$ cat src/rtl/cbus_arbiter.sv
// Round-robin arbiter sharing one downstream CBus port among NUM_MASTERS requesters.
// A grant lasts a whole transaction and is released after the beat flagged last.

package cbus_pkg;

   typedef struct packed {
      logic        valid;
      logic        is_write;
      logic [31:0] addr;
      logic [31:0] data;
      logic [3:0]  len;
      logic        burst;
   } cbus_req_t;

   typedef struct packed {
      logic        ready;
      logic        last;
      logic [31:0] data;
   } cbus_resp_t;

endpackage

module cbus_arbiter
   import cbus_pkg::*;
#(
   parameter int unsigned NUM_MASTERS = 2
) (
   input  logic                         clk,
   input  logic                         reset,
   input  cbus_req_t  [NUM_MASTERS-1:0] ireqs,
   output cbus_resp_t [NUM_MASTERS-1:0] iresps,
   output cbus_req_t                    oreq,
   input  cbus_resp_t                   oresp
);

   localparam int unsigned IdxW = (NUM_MASTERS > 1) ? $clog2(NUM_MASTERS) : 1;
   localparam logic [IdxW-1:0] LastIdx = IdxW'(NUM_MASTERS - 1);

   typedef enum logic {StIdle, StBusy} state_e;

   state_e          state_q, state_d;
   logic [IdxW-1:0] index_q, index_d;
   logic [IdxW-1:0] ptr_q, ptr_d;

   logic            found;
   logic [IdxW-1:0] pick;
   logic [IdxW-1:0] cand;

   // Explicit wrap so non-power-of-2 master counts never reach an unused index.
   function automatic logic [IdxW-1:0] wrap_inc(input logic [IdxW-1:0] i);
      return (i == LastIdx) ? '0 : i + 1'b1;
   endfunction

   // First requester at or after ptr, in rotating order.
   always_comb begin
      found = 1'b0;
      pick  = ptr_q;
      cand  = ptr_q;
      for (int unsigned k = 0; k < NUM_MASTERS; k++) begin
         if (!found && ireqs[cand].valid) begin
            found = 1'b1;
            pick  = cand;
         end
         cand = wrap_inc(cand);
      end
   end

   always_comb begin
      state_d = state_q;
      index_d = index_q;
      ptr_d   = ptr_q;
      unique case (state_q)
         StIdle: begin
            if (found) begin
               state_d = StBusy;
               index_d = pick;
            end
         end
         StBusy: begin
            if (oresp.ready && oresp.last) begin
               state_d = StIdle;
               ptr_d   = wrap_inc(index_q);
            end
         end
      endcase
   end

   // oreq depends only on registered state and ireqs, never on oresp.
   always_comb begin
      oreq   = '0;
      iresps = '0;
      if (state_q == StBusy) begin
         oreq            = ireqs[index_q];
         iresps[index_q] = oresp;
      end
   end

   always_ff @(posedge clk or posedge reset) begin
      if (reset) begin
         state_q <= StIdle;
         index_q <= '0;
         ptr_q   <= '0;
      end else begin
         state_q <= state_d;
         index_q <= index_d;
         ptr_q   <= ptr_d;
      end
   end

endmodule

$ cat config.mk
export PLATFORM = sky130hd
export DESIGN_NAME = cbus_arbiter
export DESIGN_NICKNAME = d
export VERILOG_FILES = /design/src/rtl/cbus_arbiter.sv
export SDC_FILE = /design/constraint.sdc
export NUM_CORES = 1
export LEC_CHECK = 0
export BUFFER_PORTS_ARGS = -buffer_cell sky130_fd_sc_hd__buf_2
export CORE_AREA = 5 5 119 121
export CTS_BUF_LIST = sky130_fd_sc_hd__clkbuf_16
export CTS_CLUSTER_DIAMETER = 30
export DETAILED_ROUTE_END_ITERATION = 8
export DIE_AREA = 0 0 124 126
export PLACE_DENSITY_LB_ADDON = 0.25
export SLEW_MARGIN = 20
export SYNTH_ARGS = -nofsm -noshare
export SYNTH_HDL_FRONTEND = slang
export SYNTH_SLANG_ARGS = --single-unit
$ cat constraint.sdc
create_clock -name clk -period 1.05 [get_ports clk]
set_input_delay 0.105 -clock clk [delete_from_list [all_inputs] [get_ports clk]]
set_output_delay 0.105 -clock clk [all_outputs]
set_load 0.01 [all_outputs]
==> summary.md <==
| Metric | Value |
|---|---|
| Clock sink count | `3` |
| CP top delay family | `flip-flops` |
| Chip Height | `126 µm` |
| Synth warnings | `0` |
| Slowest stage delay, CP | `between 0.4 and 0.5 ns` |
| Post-Place Worst Slack | `-0.2813 ns` |
| Ranking of synthesized cells by area | `mux2i_1 (36%), nor2b_1 (23%), and2_1 (11%)` |
| CTS tree | `yes` |
| Worst-margin pin slew | `between 0.15 and 0.2 ns` |
| CP Cell Sequence | `buf_4 > nor2b_4 > buf_12 > and2_1 > buf_2` |
| Iter 0 DRT Violations | `86` |
| Instance count of the mapped netlist | `250` |
| Critical path arrival | `1.47 ns` |
| CP max-delay cell | `dfrtp_4` |
| Residual DRC count | `0` |
| Count of distinct cell types in the synthesized netlist | `17` |
| Synth top area share | `35.75%` |
| Buf+Inv Stages, Crit Path | `3` |
| Layout Skew | `roughly 0.00043 ns` |
| First-pass GRT wire length | `around 14 mm` |
| Core Box Area | `between 10,000 and 15,000 µm²` |
| Routed wire per std cell | `approximately 15 µm` |
| Leading area contributor after synthesis | `mux2i_1` |
| R2R cell count | `4` |
| Final setup fails | `~140` |
| Fmax | `0.6353 GHz` |
| Final Hold Viols | `0` |
| Placed Cells | `between 700 and 800` |
| Power per cell area | `~1400 nW/µm²` |
| Initial Util | `between 10% and 20%` |
| H-tree depth | `1` |
| Vias in the first global route | `2,881` |
| Root Driver | `clkbuf_16` |
| Die width | `about 120 µm` |
| Post-route setup slack | `-0.5241 ns` |
| Fillers | `between 1,000 and 1,500` |
| Asr flop ratio synth | `100.0%` |
| Tmin final | `1.574 ns` |
| Syn Area/Cell | `8.063 µm²` |
| DIE AREA | `~16,000 µm²` |
| Worst EP required | `approximately 0.94 ns` |
| I/O Pins | `roughly 320` |
| First-pass detailed-route iteration total | `4` |
| WHS Path Cells | `2` |
| Final WL | `approximately 11 mm` |
| Crit path capture type | `primary output` |
| Pleak | `roughly 0.0027 µW` |
| Worst hold path type | `in -> reg` |
| Final Wtd Congestion | `~0.85` |
| Failing checks | `setup timing` |
| Max-Cap Viols | `0` |
| FF+latch count, synth | `3` |
| Clk_lat worst skew | `about 0.22 ns` |
| Fin. max-slew vios | `0` |
| CP Depth | `5` |
| Worst setup path category | `reg -> out` |
| Peak VDD IR | `approximately 860 µV` |
| Final #Nets | `around 750` |
| Num CTS Buffers | `3` |
| Total number of vias | `~3,000` |
| Synth-to-Final Area Change | `136.6%` |
| Crit share post-route | `149.9%` |
| Post-Synthesis Net Count | `~430` |
| Global Route Usage Sum | `between 10 and 15%` |
| Normalized max-slew margin | `about nine tenths` |
| HPWL Detailed | `about 8.1 mm` |
| Clock buffer depth | `2` |
| Status | `complete, but fails checks` |
| Initial antenna violation count | `0` |
| Count leader, synth | `nor2b_1` |
| Netlist Area Pre-Place | `2016 µm²` |
| Worst Path Max Fanout | `34` |
| Post-synth top cells | `nor2b_1 (73), mux2i_1 (72), and2_1 (34), and3_1 (34), clkbuf_1 (10)` |
| Post-synth EDFFs | `0` |
| CP startpoint kind | `flop` |
| N_diodes | `0` |
| Std cell rows | `between 40 and 50` |
| Port buffer count | `approximately 320` |
| Routed Antenna Nets | `0` |
| Global route total overflow | `0` |
| Layout cells sized above 1 | `a little over 70%` |
| Non-Filler Instances | `approximately 750` |
| Sequential area share after synthesis | `about 3.7%` |
| Post-synth top flop | `dfrtp_1` |
| RSZ-0062 raised after global routing | `true` |
| Largest net degree at the start of global routing | `59` |
| Via density | `a little over 4` |
| Worst-path clk slew | `about 0.030 ns` |
## routing by layer
metal | global-route usage, % | vias up | routed length, µm
li1 | - | 1488 | -
met1 | 12.04 | 1355 | 4055
met2 | 22.69 | 163 | 6193
met3 | 1.794 | 10 | 967
met4 | 1.869 | 0 | 104
met5 | 0 | - | 0
## power by group
part | switching, µW | total, µW | internal, µW
Combinational | 2460 | 5870 | 3410
Sequential | 33.1 | 190 | 156
Clock | 106 | 597 | 491
Total | 2600 | 6660 | 4060
## timing repair
| item | 4_1_cts | 5_1_grt |
|---|---|---|
| gates cloned | 5 | 7 |
| pin swaps | 0 | 0 |
| resized for setup | 46 | 65 |
| setup endpoints to repair | 141 | 141 |
| endpoints found under the hold margin | 3 | 0 |
| hold buffers | 1 | 0 |
| buffers inserted | 4 | 3 |
## kinds of logic after synthesis
family / count (synthesis) / share of synthesized area (%)
muxes: 72 / 35.75
DFF: 3 / 3.724
AOI/OAI and AO/OA: 2 / 1.179
buffers and inverters: 29 / 14.46
and+or+nand+nor: 144 / 44.88
## final cells by class
type,instances,area [µm²],share of cell area (%)
multi-input combinational,218,1879,39.40
clock buffer,3,75.07,1.574
clock inverter,1,3.754,0.07870
inverter,2,7.507,0.1574
sequential,3,80.08,1.679
timing repair buffer,346,2504,52.49
tap,176,220.2,4.617
## sequential cells by signal, indices dropped and copies added (netlist names)
signal   cells
ptr_q        1
state_q      1
index_q      1
## worst register-to-register path: stages, from the launching register on
cell and delay (ns):
dfrtp_2 0.44, buf_12 0.15, buf_12 0.14, nand3_4 0.06, mux2i_1 0.18
## worst paths after layout
check                                         start             endpoint  slack, ns
worst max-delay path            index_q$_DFFE_PP0P_            iresps[3]      -0.52
worst min-delay path                     ireqs[141]    state_q$_DFF_PP0_       0.14
worst max register to register    state_q$_DFF_PP0_    ptr_q$_DFFE_PP0P_          0
worst min register to register    ptr_q$_DFFE_PP0P_    ptr_q$_DFFE_PP0P_       0.52
max in group asynchronous                     reset  index_q$_DFFE_PP0P_       0.59
min in group asynchronous                     reset  index_q$_DFFE_PP0P_       0.30
## cell usage in the layout, fill, tap and decap left out
master and n:
dfrtp_1 1, and2_4 30, nor2b_1 73, dlygate4sd3_1 1, buf_12 8, buf_8 2, buf_16 7, inv_1 3
buf_2 258, mux2i_2 2, mux2i_1 70, and2_1 4, a2bb2oi_2 1, buf_6 55, buf_4 10, and3_4 27
nand2_1 1, and3_1 7, clkbuf_16 8, nand3_4 1, o31a_1 1, nor2b_4 1, dfrtp_2 1, dfrtp_4 1
## metrics by stage
| stage | area [µm²] | TNS (ns) | hold WS [ns] | power, µW | util, % |
|---|---|---|---|---|---|
| 6_report | 4770 | -64.72 | 0.1435 | 6661 | 36.75 |
| 5_1_grt | 4770 | -71.38 | 0.1505 | 7075 | 36.75 |
| 3_5_place_dp | 3739 | -30.59 | -0.007773 | 4345 | 28.80 |
| 2_1_floorplan | 2091 | -3.276 | -0.1414 | 3133 | - |
| 4_1_cts | 4223 | -62.72 | 0.1303 | 5821 | 32.53 |
| 3_3_place_gp | 3739 | -28.18 | -0.01905 | 4308 | 28.80 |
Note: power is estimated with default switching activity, not from simulation.
